[config.mk]
export PLATFORM = sky130hd
export DESIGN_NAME = result_writeback
export DESIGN_NICKNAME = d
export VERILOG_FILES = /design/src/rtl/result_writeback.sv
export SDC_FILE = /design/constraint.sdc
export NUM_CORES = 1
export LEC_CHECK = 0
export BUFFER_PORTS_ARGS = -buffer_cell sky130_fd_sc_hd__buf_2
export CAP_MARGIN = 40
export CORE_UTILIZATION = 27
export CTS_BUF_LIST = sky130_fd_sc_hd__clkbuf_4
export DETAILED_ROUTE_END_ITERATION = 6
export GPL_TIMING_DRIVEN = 0
export PLACE_DENSITY_LB_ADDON = 0.15
export SETUP_SLACK_MARGIN = 0.4
export SLEW_MARGIN = 10
export SYNTH_ARGS = -nofsm -noshare
export SYNTH_HDL_FRONTEND = slang
export SYNTH_SLANG_ARGS = --single-unit
[constraint.sdc]
create_clock -name clk -period 7.21 [get_ports clk]
set_clock_uncertainty 0.15 [all_clocks]
set_input_delay 0.721 -clock clk [delete_from_list [all_inputs] [get_ports clk]]
set_output_delay 0.721 -clock clk [all_outputs]
set_load 0.005 [all_outputs]
[src/rtl/result_writeback.sv]
// result_writeback
//   Collects completed output row-pairs from the PE scheduler, queues both
//   result words in a small FIFO and drains them one word per cycle into the
//   output-matrix SRAM write port at address {row, col}. Counts written words
//   to flag completion of the full output matrix, and flags captures that
//   were dropped (no room) or illegal (row out of range).
//
// Ports
//   clk, rst            clock (rising edge), asynchronous active-high reset
//   i_valid             scheduler result-valid level; its rising edge captures
//   i_result_1/2        PE1 / PE2 result words
//   i_row_idx           output row shared by both results
//   i_col_idx_1/2       output columns of result 1 / result 2
//   i_clear             synchronous clear of queue, write counter and flags
//   i_mem_ready         SRAM accepts the presented write this cycle
//   o_mem_wen           write request (queue not empty)
//   o_mem_addr          {row, col} of the head entry
//   o_mem_data          result word of the head entry
//   o_fifo_cnt          current queue occupancy
//   o_overflow          sticky: a capture was dropped for lack of space
//   o_range_err         sticky: a capture carried row >= OUT_ROWS
//   o_done              sticky: all OUT_ROWS*OUT_COLS words written
module result_writeback #(
   parameter int DATA_BITS     = 16,
   parameter int ROW_BITS      = 7,
   parameter int COL_BITS      = 3,
   parameter int OUT_ROWS      = 100,
   parameter int FIFO_DEPTH    = 8,
   parameter int FIFO_PTR_BITS = 3
) (
   input  logic                         clk,
   input  logic                         rst,
   input  logic                         i_valid,
   input  logic [DATA_BITS-1:0]         i_result_1,
   input  logic [DATA_BITS-1:0]         i_result_2,
   input  logic [ROW_BITS-1:0]          i_row_idx,
   input  logic [COL_BITS-1:0]          i_col_idx_1,
   input  logic [COL_BITS-1:0]          i_col_idx_2,
   input  logic                         i_clear,
   input  logic                         i_mem_ready,
   output logic                         o_mem_wen,
   output logic [ROW_BITS+COL_BITS-1:0] o_mem_addr,
   output logic [DATA_BITS-1:0]         o_mem_data,
   output logic [FIFO_PTR_BITS:0]       o_fifo_cnt,
   output logic                         o_overflow,
   output logic                         o_range_err,
   output logic                         o_done
);

   localparam int OUT_COLS   = 1 << COL_BITS;
   localparam int TOTAL      = OUT_ROWS * OUT_COLS;
   localparam int WCNT_BITS  = $clog2(TOTAL + 1);
   localparam int ADDR_BITS  = ROW_BITS + COL_BITS;
   localparam int ENTRY_BITS = ADDR_BITS + DATA_BITS;
   localparam int CNT_BITS   = FIFO_PTR_BITS + 1;

   // A pair fits only if at least two slots are free before any pop.
   localparam logic [CNT_BITS-1:0]  PUSH_LIMIT = CNT_BITS'(FIFO_DEPTH - 2);
   // One extra bit so OUT_ROWS == 2^ROW_BITS is still representable.
   localparam logic [ROW_BITS:0]    ROW_LIMIT  = (ROW_BITS + 1)'(OUT_ROWS);
   localparam logic [WCNT_BITS-1:0] WCNT_MAX   = WCNT_BITS'(TOTAL);

   logic                     valid_prev_q;
   logic [FIFO_PTR_BITS-1:0] wr_ptr_q, wr_ptr_d;
   logic [FIFO_PTR_BITS-1:0] rd_ptr_q, rd_ptr_d;
   logic [FIFO_PTR_BITS-1:0] wr_ptr_nxt1;
   logic [CNT_BITS-1:0]      cnt_q, cnt_d;
   logic [WCNT_BITS-1:0]     wcnt_q, wcnt_d;
   logic                     done_q, ovf_q, rerr_q;
   logic [ENTRY_BITS-1:0]    mem_q [FIFO_DEPTH];
   logic [ENTRY_BITS-1:0]    head;
   logic [ENTRY_BITS-1:0]    entry_1, entry_2;

   logic capture, row_bad, room, push, pop, ovf_evt, rerr_evt;

   assign capture  = i_valid & ~valid_prev_q;
   assign row_bad  = ({1'b0, i_row_idx} >= ROW_LIMIT);
   assign room     = (cnt_q <= PUSH_LIMIT);
   assign push     = capture & ~row_bad & room & ~i_clear;
   assign ovf_evt  = capture & ~row_bad & ~room;
   assign rerr_evt = capture & row_bad;
   assign pop      = o_mem_wen & i_mem_ready;

   assign entry_1     = {i_row_idx, i_col_idx_1, i_result_1};
   assign entry_2     = {i_row_idx, i_col_idx_2, i_result_2};
   assign wr_ptr_nxt1 = wr_ptr_q + FIFO_PTR_BITS'(1);

   always_comb begin
      wr_ptr_d = wr_ptr_q;
      rd_ptr_d = rd_ptr_q;
      cnt_d    = cnt_q;
      wcnt_d   = wcnt_q;
      if (push) begin
         wr_ptr_d = wr_ptr_q + FIFO_PTR_BITS'(2);
         cnt_d    = cnt_d + CNT_BITS'(2);
      end
      if (pop) begin
         rd_ptr_d = rd_ptr_q + FIFO_PTR_BITS'(1);
         cnt_d    = cnt_d - CNT_BITS'(1);
         // Saturate so extra writes after completion cannot wrap the count.
         if (wcnt_q != WCNT_MAX) begin
            wcnt_d = wcnt_q + WCNT_BITS'(1);
         end
      end
   end

   always_ff @(posedge clk or posedge rst) begin
      if (rst) begin
         valid_prev_q <= 1'b0;
         wr_ptr_q     <= '0;
         rd_ptr_q     <= '0;
         cnt_q        <= '0;
         wcnt_q       <= '0;
         done_q       <= 1'b0;
         ovf_q        <= 1'b0;
         rerr_q       <= 1'b0;
      end else begin
         // Edge detector keeps tracking the level even through a clear.
         valid_prev_q <= i_valid;
         if (i_clear) begin
            wr_ptr_q <= '0;
            rd_ptr_q <= '0;
            cnt_q    <= '0;
            wcnt_q   <= '0;
            done_q   <= 1'b0;
            ovf_q    <= 1'b0;
            rerr_q   <= 1'b0;
         end else begin
            wr_ptr_q <= wr_ptr_d;
            rd_ptr_q <= rd_ptr_d;
            cnt_q    <= cnt_d;
            wcnt_q   <= wcnt_d;
            // Completion is flagged the cycle after the count reaches its end.
            done_q   <= done_q | (wcnt_q == WCNT_MAX);
            if (ovf_evt) begin
               ovf_q <= 1'b1;
            end
            if (rerr_evt) begin
               rerr_q <= 1'b1;
            end
         end
      end
   end

   // Queue storage: each slot loads result 1 when it is the write pointer
   // and result 2 when it is the slot after it. Contents need no reset since
   // the outputs are qualified by a non-empty queue.
   genvar gi;
   generate
      for (gi = 0; gi < FIFO_DEPTH; gi++) begin : g_slot
         always_ff @(posedge clk) begin
            if (push && (wr_ptr_q == FIFO_PTR_BITS'(gi))) begin
               mem_q[gi] <= entry_1;
            end else if (push && (wr_ptr_nxt1 == FIFO_PTR_BITS'(gi))) begin
               mem_q[gi] <= entry_2;
            end
         end
      end
   endgenerate

   assign head = mem_q[rd_ptr_q];

   // Occupancy is a register cleared asynchronously, so the write request
   // and the presented address/data collapse the moment rst rises.
   assign o_mem_wen   = (cnt_q != '0);
   assign o_mem_addr  = o_mem_wen ? head[ENTRY_BITS-1:DATA_BITS] : '0;
   assign o_mem_data  = o_mem_wen ? head[DATA_BITS-1:0] : '0;
   assign o_fifo_cnt  = cnt_q;
   assign o_overflow  = ovf_q;
   assign o_range_err = rerr_q;
   assign o_done      = done_q;

endmodule

==> results of run 1 <==
[power by group through the flow]
stage | Combinational (mW) | Sequential [mW] | Clock [mW]
2_1_floorplan | 0.559 | 1.54 | 0
3_3_place_gp | 0.891 | 1.54 | 0
3_5_place_dp | 0.916 | 1.55 | 0
4_1_cts | 0.919 | 1.52 | 1.25
5_1_grt | 0.972 | 1.52 | 1.32
6_report | 0.884 | 1.52 | 1.21
[cell families after synthesis]
logic type	synth area share [%]
AND/OR/NAND/NOR	3.748
XOR/XNOR	1.145
buffers and inverters	4.628
multiplexers	22.33
AO/OA/AOI/OAI	1.482
adder cells (fa/ha/maj)	0.9641
flip-flops	65.70
[critical path: stages (launching register included)]
cell and delay, ns:
dfrtp_1 0.37, clkbuf_1 0.22, nor4_4 0.80, clkbuf_1 0.68, nor2_1 0.16, buf_2 0.17
[cell usage after synthesis, drive strengths merged, types with 8 or more instances]
cell    instances  area share [%]
nor2           45             1.6
mux4           52              11
dfrtp          23             5.5
xnor2           9            0.76
mux2           77             8.4
nand2          10            0.36
mux2i          28             2.7
ha              8            0.96
inv            16            0.58
edfxtp        208              60
clkbuf         90             3.3
buf            17            0.80
[path summary, 6_finish.rpt]
kind | from | end | cells after the start
worst max-delay path | o_fifo_cnt[0] | o_mem_data[5] | 5
worst min-delay path | i_clear | o_fifo_cnt[1] | 2
worst max register to register | o_fifo_cnt[3] | mem_q[6][21] | 7
worst min register to register | o_overflow | o_overflow | 2
max in group asynchronous | rst | wcnt_q[8] | 4
min in group asynchronous | rst | wr_ptr_q[1] | 3
[metrics by stage]
stage,hold WS [ns],std cells,total power [mW],cell area (µm²)
floorplan,0.3359,633,2.100,10380
global placement,0.3364,1227,2.435,11440
detailed placement,0.3369,1239,2.462,11690
CTS,0.07041,1350,3.688,12530
global route,0.1091,1353,3.809,12540
finish,0.1439,1354,3.610,12540
[area by class of cell]
cell class                 count  share of cell area (%)
inverter                      16                  0.4789
clock inverter                14                  0.8580
sequential                   231                   54.39
clock buffer                  95                   5.687
buffer                       107                   3.352
timing repair buffer          97                   5.418
tap                          511                   5.098
antenna                        4                 0.07982
multi-input combinational    279                   24.63
[sequential cells by signal (all words and copies together) (netlist names)]
| name | cells |
|---|---|
| o_fifo_cnt | 4 |
| wcnt_q | 10 |
| wr_ptr_q | 2 |
| o_overflow | 1 |
| rd_ptr_q | 3 |
| o_done | 1 |
| o_range_err | 1 |
| valid_prev_q | 1 |
| mem_q | 208 |
[layer usage]
layer	vias to the layer above	GRT usage [%]	part of all wire [%]
li1	2753	-	-
met1	3026	17.02	42
met2	159	24.18	51
met3	48	3.747	5.2
met4	2	5.599	1.7
met5	-	0	0.030
==> results.cfg, run 1 <==
[run_status]
outcome = completed

[power_and_ir_drop]
power.leakage_nw = 4.328
p_switching_mw = 1.036
p_int_mw = 2.574
seq_power_share_pct = 42.0
combPwrFrac_pct = 24.5
swShare_pct = 28.70
pwr-share-clk_pct = 33.5
p_per_area_nw_per_um2 = 287.8
peakVddDrop_mv = 0.08873

[setup_path]
cp-start-kind = flip-flop
arrival_ns = 3.05
ff2ff_setup_slack_ns = 4.36
crit_type = flip-flop to output pin
endpoint_kind = output pin
required_ns = 6.34
crit_fanout = 10

[placement]
io_buffers = 83
dpl_worst_slack_ns = 3.904
dp_hpwl_mm = 17.87
gp_congestion = 0.7715

[route]
vias = 5988
wire_per_inst_um = 19.89
drt_iter0_drc = 290
drt-vias-per-instance = 4.422
wl_mm = 26.93
ant_nets = 0
drc = 0
firstDrtPassIters = 5

[synth]
synth_area_um2 = 10380
synth-warning-count = 0
synth_cell_type_count = 38
synth-seq-area-share_pct = 65.70
synth_nets = 691
synth_cells = 633
syn_avg_cell_area_um2 = 16.40
synth_edf_count = 208
synth_seq_cells = 231
postSynth.asyncResetShare_pct = 9.957
synth_ff_type = edfxtp_1

[sta]
fin_crit_sh_pct = 54.43
grt_setup_unrepaired = false
tightest_slew_ns = 0.8602
period_minus_slack_ns = 3.924
hold_viol_final = 0
timing.final.ws_setup_ns = 3.286
fmax_mhz = 254.8
slew_viol_final = 0
final-setup-viol-count = 0
tns_ns = 0
relSlewSlack_pct = 42.66

[global_routing]
grt_max_degree = 22
grt_pass1_vias = 6529
antenna_found_initial = 5
gr-total-overflow = 0
grt_pass1_wl_mm = 39.85
track_usage_pct = 14.19

[clocking]
post_cts_buffers = 0
insertion_delay_ns = 0.65
clk_pin_slew_ns = 0.06
cts_tree = done
clockBufferDepth = 3
cts_root_buf = clkbuf_4
hold_buffers = 2
cts_resized = 0
cts.sinks = 231
cts.htree.levels = 3
tritoncts.num_buffers = 66

[finish]
fillers = 3733
final_layout_size_suffix_gt1_share_pct = 41.60
layout_common_cells = 208 x edfxtp_1, 98 x buf_2, 95 x clkbuf_4
area_growth_pct = 20.79
utilization_pct = 33.22
layout_commonest_cell = edfxtp_1
fin_nets = 856
multi_input_area_um2 = 3089
regArea_um2 = 6822

[floorplanning]
rows = 71
coreArea_um2 = 37760
initial_core_util_pct = 27.50
fp.dieW_um = 198.1
io_pins = 84
chipHeight_um = 198.1
dieArea_um2 = 39240

[job]
drv_cap = 0

[worst_hold_path]
hp-class = input pin to flip-flop
No activity file was read; power rests on OpenSTA's default activity.
==> run 2: changes to the inputs <==
--- a/config.mk
+++ b/config.mk
@@ -5,6 +5,7 @@
 export SDC_FILE = /design/constraint.sdc
 export NUM_CORES = 1
 export LEC_CHECK = 0
+export ABC_AREA = 1
 export BUFFER_PORTS_ARGS = -buffer_cell sky130_fd_sc_hd__buf_2
 export CAP_MARGIN = 40
 export CORE_UTILIZATION = 27
==> constraint.sdc (replaced) <==
create_clock -name clk -period 3.3 [get_ports clk]
set_clock_uncertainty 0.15 [all_clocks]
set_input_delay 0.33 -clock clk [delete_from_list [all_inputs] [get_ports clk]]
set_output_delay 0.33 -clock clk [all_outputs]
set_load 0.005 [all_outputs]
==> results.cfg, run 2 <==
[route]
drt-vias-per-instance = 4.611
wire_per_inst_um = 19.58
wl_mm = 35.26
drc = 0
met1_length_mm = 16.61
maxUsedRoutingLayer = met5
dr_wl_met3_mm = 2.115
drt_iter0_drc = 688
wl_met2_mm = 15.73
firstDrtPassIters = 5
vias = 8304
ant_nets = 0

[setup_path]
crit_chain = dlygate4sd3_1 -> buf_2 -> inv_1 -> nand2_1 -> nand2_1 -> nand4_2 -> inv_2 -> nand2_1 -> clkbuf_1 -> inv_2
crit_type = input pin to flip-flop
endpoint_kind = flip-flop
arrival_ns = 2.93
cp-start-kind = input pin
required_ns = 3.42
crit_path_max_incr_delay_ns = 0.62
crit_fanout = 26
crit_slowest_cell = clkbuf_1
cp_common_cell = nand2_1

[synth]
synth_common_cells = 208 x edfxtp_1, 198 x o21ai_0, 167 x nor2_1
synth_ff_type = edfxtp_1
syn_avg_cell_area_um2 = 10.18
post-synth-top-count-cell = edfxtp_1
synth_top_area_share_pct = 59.29
synth_cells = 1035
synth-warning-count = 0
synth_seq_cells = 231
synth_edf_count = 208
synth_cell_type_count = 33
synth_area_leaders = edfxtp_1 59%, o21ai_0 9.4%, nor2_1 6.0%
synth-seq-area-share_pct = 64.76
postSynth.asyncResetShare_pct = 9.957
synth_area_um2 = 10530
synth_area_leader_cell = edfxtp_1
synth_nets = 1093

[global_routing]
grt_pass1_vias = 8285
gr-total-overflow = 0
antenna_found_initial = 2
grt_max_degree = 27
track_usage_pct = 18.32
grt_pass1_wl_mm = 52.09

[clocking]
clockBufferDepth = 3
cts.sinks = 231
cts_root_buf = clkbuf_4
insertion_delay_ns = 0.67
clk_pin_slew_ns = 0.06
cts_tree = done
tritoncts.num_buffers = 67
cts.htree.levels = 3

[finish]
layout_common_cells = 208 x edfxtp_1, 191 x o21ai_0, 167 x nor2_1
utilization_pct = 34.96
layout_commonest_cell = edfxtp_1
largest_register_ffs = 208
final_cell_area_um2 = 13290
final_layout_size_suffix_gt1_share_pct = 22.19
top_register = mem_q
area_growth_pct = 26.19
fin_nets = 1305

[worst_hold_path]
hp-class = input pin to asynchronous set/reset pin

[power_and_ir_drop]
p_per_area_nw_per_um2 = 645.1
power_mw = 8.575
power.leakage_nw = 5.148
peakVddDrop_mv = 0.3495

[placement]
io_buffers = 83
gp_congestion = 0.8018
dpl_worst_slack_ns = 0.2758
place_area_um2 = 11720
dp_hpwl_mm = 22.11

[floorplanning]
dieArea_um2 = 39810
fp.dieW_um = 199.5
chipHeight_um = 199.5
rows = 71
initial_core_util_pct = 27.71
io_pins = 84
coreArea_um2 = 38020

[sta]
period_minus_slack_ns = 2.810
fin_crit_sh_pct = 85.16
fmax_mhz = 355.9
grt_setup_unrepaired = true
final-setup-viol-count = 0
hold_viol_final = 0
slew_viol_final = 0
relSlewSlack_pct = 46.71
tightest_slew_ns = 0.7982
timing.final.ws_setup_ns = 0.4899
tns_ns = 0

[run_status]
outcome = completed

[job]
drv_cap = 0
[run 2: cell count changes after synthesis, moves of 37 or more]
cell	previous run	this run
nand2_1	10	113
nor2_1	45	167
mux4_2	52	0
o21ai_0	0	198
mux2_2	77	0
inv_1	16	53
[run 2: logic make-up after synthesis]
logic type,count (synthesis),share of synthesized area (%)
AO/OA/AOI/OAI,283,14.34
flip-flops,231,64.76
XOR/XNOR,4,0.3325
AND/OR/NAND/NOR,312,12.16
buffers and inverters,197,7.459
adder cells (fa/ha/maj),8,0.9503
[run 2: routing by layer]
metal,track usage [%],vias up
li1,-,4001
met1,25.68,3954
met2,28.19,276
met3,3.544,71
met4,6.135,2
met5,0,-
[run 2: area by class of cell]
cell class                      count  area (µm²)
Antenna cell                        1       2.502
Buffer                            136       744.5
Clock buffer                      101       758.2
Clock inverter                     10       38.79
Fill cell                        4026       24730
Inverter                           61       241.5
Multi-Input combinational cell    607        2954
Sequential cell                   231        6822
Tap cell                          511       639.4
Timing Repair Buffer              143        1092
[run 2: worst paths after layout]
| kind | start | end | slack (ns) | cells after the start |
|---|---|---|---|---|
| hold / removal | rst | wcnt_q[5] | 0.10 | 3 |
| setup reg to reg | o_fifo_cnt[1] | mem_q[5][20] | 0.59 | 8 |
| setup / recovery | i_row_idx[4] | mem_q[5][20] | 0.49 | 10 |
| max in group asynchronous | rst | wcnt_q[7] | 2.39 | 4 |
| hold reg to reg | o_done | o_done | 0.37 | 2 |
| min in group clk | i_valid | valid_prev_q | 0.19 | 2 |
[run 2: where the power goes]
group          total [mW]  switching [mW]  leakage [nW]  internal [mW]
logic                2.59            1.63          2.47          0.959
registers            3.35          0.0496          2.19           3.30
clock network        2.64            1.26         0.485           1.38
total                8.57            2.94          5.15           5.64
[run 2: through the flow]
| stage | cells | hold slack (ns) |
|---|---|---|
| after detailed placement | 1635 | 0.2703 |
| after CTS | 1799 | 0.07395 |
| after global routing | 1801 | 0.1123 |
| after floorplan | 1035 | 0.1819 |
| final | 1801 | 0.1012 |
| after global placement | 1629 | 0.3054 |
[run 2: worst max-delay path, delay by kind of cell]
family        cells  cell delay (ns)
buf+inv           6             2.01
simple gates      4             0.57
[run 2: timing repair]
action / 4_1_cts / 5_1_grt
cloned: 0 / 1
gates resized for setup: 72 / 29
endpoints found under the hold margin: 240 / 0
setup buffers: 3 / 0
hold buffers: 50 / 0
pin swaps: 3 / 3
setup endpoints to repair: 26 / 59
==> run 3: changes to the inputs <==
--- a/config.mk
+++ b/config.mk
@@ -8,11 +8,13 @@
 export ABC_AREA = 1
 export BUFFER_PORTS_ARGS = -buffer_cell sky130_fd_sc_hd__buf_2
 export CAP_MARGIN = 40
+export CORE_MARGIN = 8
 export CORE_UTILIZATION = 27
 export CTS_BUF_LIST = sky130_fd_sc_hd__clkbuf_4
 export DETAILED_ROUTE_END_ITERATION = 6
 export GPL_TIMING_DRIVEN = 0
 export PLACE_DENSITY_LB_ADDON = 0.15
+export REMOVE_ABC_BUFFERS = 1
 export SETUP_SLACK_MARGIN = 0.4
 export SLEW_MARGIN = 10
 export SYNTH_ARGS = -nofsm -noshare
==> results.cfg, run 3 (synthesized netlist as in run 2, its figures left out) <==
[global_routing]
grt_max_degree = 32
gr-total-overflow = 0
track_usage_pct = 14.64
grt_pass1_vias = 7846
antenna_found_initial = 1
grt_pass1_wl_mm = 49.11

[clocking]
cts_tree = done
tritoncts.num_buffers = 69
cts.htree.levels = 3
clk_pin_slew_ns = 0.07
cts_root_buf = clkbuf_4
cts.sinks = 231
insertion_delay_ns = 0.69
clockBufferDepth = 3

[placement]
io_buffers = 83
placed_cells = 1514
gp_congestion = 0.7392
dp_hpwl_mm = 17.18
place_area_um2 = 11380

[route]
firstDrtPassIters = 5
drt_iter0_drc = 375
wire_per_inst_um = 19.20
drt-vias-per-instance = 4.531
ant_nets = 0
wl_mm = 33.03
vias = 7794
drc = 0

[setup_path]
cp-start-kind = flip-flop
endpoint_kind = output pin
arrival_ns = 2.31
crit_type = flip-flop to output pin
crit_fanout = 6
required_ns = 2.82
timing.rr.start = o_fifo_cnt[1]
crit_start = rd_ptr_q[0]

[finish]
top_register = mem_q
area_growth_pct = 27.26
fin_nets = 1208
final_cell_area_um2 = 13410
utilization_pct = 34.77
final_layout_size_suffix_gt1_share_pct = 24.15
layout_commonest_cell = edfxtp_1
layout_common_cells = 208 x edfxtp_1, 192 x o21ai_0, 167 x nor2_1
largest_register_ffs = 208
stdcell_count = 1720

[sta]
tns_ns = 0
tightest_slew_ns = 0.7849
period_minus_slack_ns = 2.794
hold-worst-slack_ns = 0.08691
fin_crit_sh_pct = 84.67
fmax_mhz = 357.9
final-setup-viol-count = 0
hold_viol_final = 0
relSlewSlack_pct = 47.60
slew_viol_final = 0
grt_setup_unrepaired = true

[power_and_ir_drop]
power.leakage_nw = 5.204
peakVddDrop_mv = 0.3093
p_per_area_nw_per_um2 = 677.9

[worst_hold_path]
hp-class = input pin to asynchronous set/reset pin

[floorplanning]
rows = 72
chipHeight_um = 213.5
fp.dieW_um = 213.5
initial_core_util_pct = 27.32
dieArea_um2 = 45590
io_pins = 84
coreArea_um2 = 38560

[job]
drv_cap = 0

[run_status]
outcome = completed
-- run 3: cell count changes in the layout (fill, tap and decap cells not counted), moves of 7 or more --
cell and delta:
buf_12 +7, buf_16 +10, buf_2 -11, buf_4 +7
buf_6 -10, clkbuf_1 -84, clkbuf_2 -12
-- run 3: layer usage --
metal	wire, µm	share of wire, %	up-vias	global-route usage (%)
met5	0	0	-	0
met4	670	2.0	0	5.176
met3	2025	6.1	54	4.282
met2	16010	48	179	24.29
met1	14320	43	3747	18.00
li1	-	-	3814	-
-- run 3: final timing paths --
| kind | end | slack (ns) | depth (start not counted) |
|---|---|---|---|
| min in group clk | o_fifo_cnt[3] | 0.11 | 4 |
| hold / removal | valid_prev_q | 0.09 | 3 |
| setup reg to reg | mem_q[5][11] | 0.62 | 8 |
| setup / recovery | o_mem_data[14] | 0.51 | 8 |
| max in group asynchronous | wcnt_q[0] | 2.40 | 4 |
| hold reg to reg | o_range_err | 0.34 | 1 |
-- run 3: repair_timing --
item | 4_1_cts | 5_1_grt
setup endpoints to repair | 26 | 17
endpoints found under the hold margin | 245 | 0
pin swaps | 1 | 6
setup buffers | 19 | 4
gates cloned | 8 | 3
hold buffers | 49 | 0
resized for setup | 22 | 14
-- run 3: final cells by class --
cell class | instances | area (µm²)
multi-input combinational | 607 | 2980
inverter | 61 | 270.3
sequential | 231 | 6829
timing repair inverter | 4 | 45.04
tap | 518 | 648.1
antenna | 1 | 2.502
timing repair buffer | 176 | 1720
clock inverter | 16 | 113.9
clock buffer | 106 | 795.8
fill | 3964 | 25150
-- run 3: where the power goes --
group | internal, mW | switching (mW) | leakage (nW) | total (mW)
combinational | 1.17 | 1.65 | 2.47 | 2.83
sequential | 3.30 | 0.0623 | 2.19 | 3.36
clock | 1.61 | 1.28 | 0.548 | 2.90
total | 6.09 | 3.00 | 5.20 | 9.09
-- run 3: worst max-delay path: stages, from the launching register on --
cell     delay (ns)
dfrtp_4        0.52
buf_4          0.15
buf_6          0.13
buf_16         0.14
nor2_1         0.11
o22ai_1        0.10
o21ai_0        0.25
a31oi_2        0.09
buf_2          0.15
-- run 3: metrics by stage --
step           setup slack (ns)  power [mW]
2_1_floorplan           -0.5659       4.545
3_3_place_gp             -4.151       5.563
4_1_cts                  0.3470       9.188
5_1_grt                  0.3632       9.675
3_5_place_dp             0.1486       5.675
6_report                 0.5058       9.087
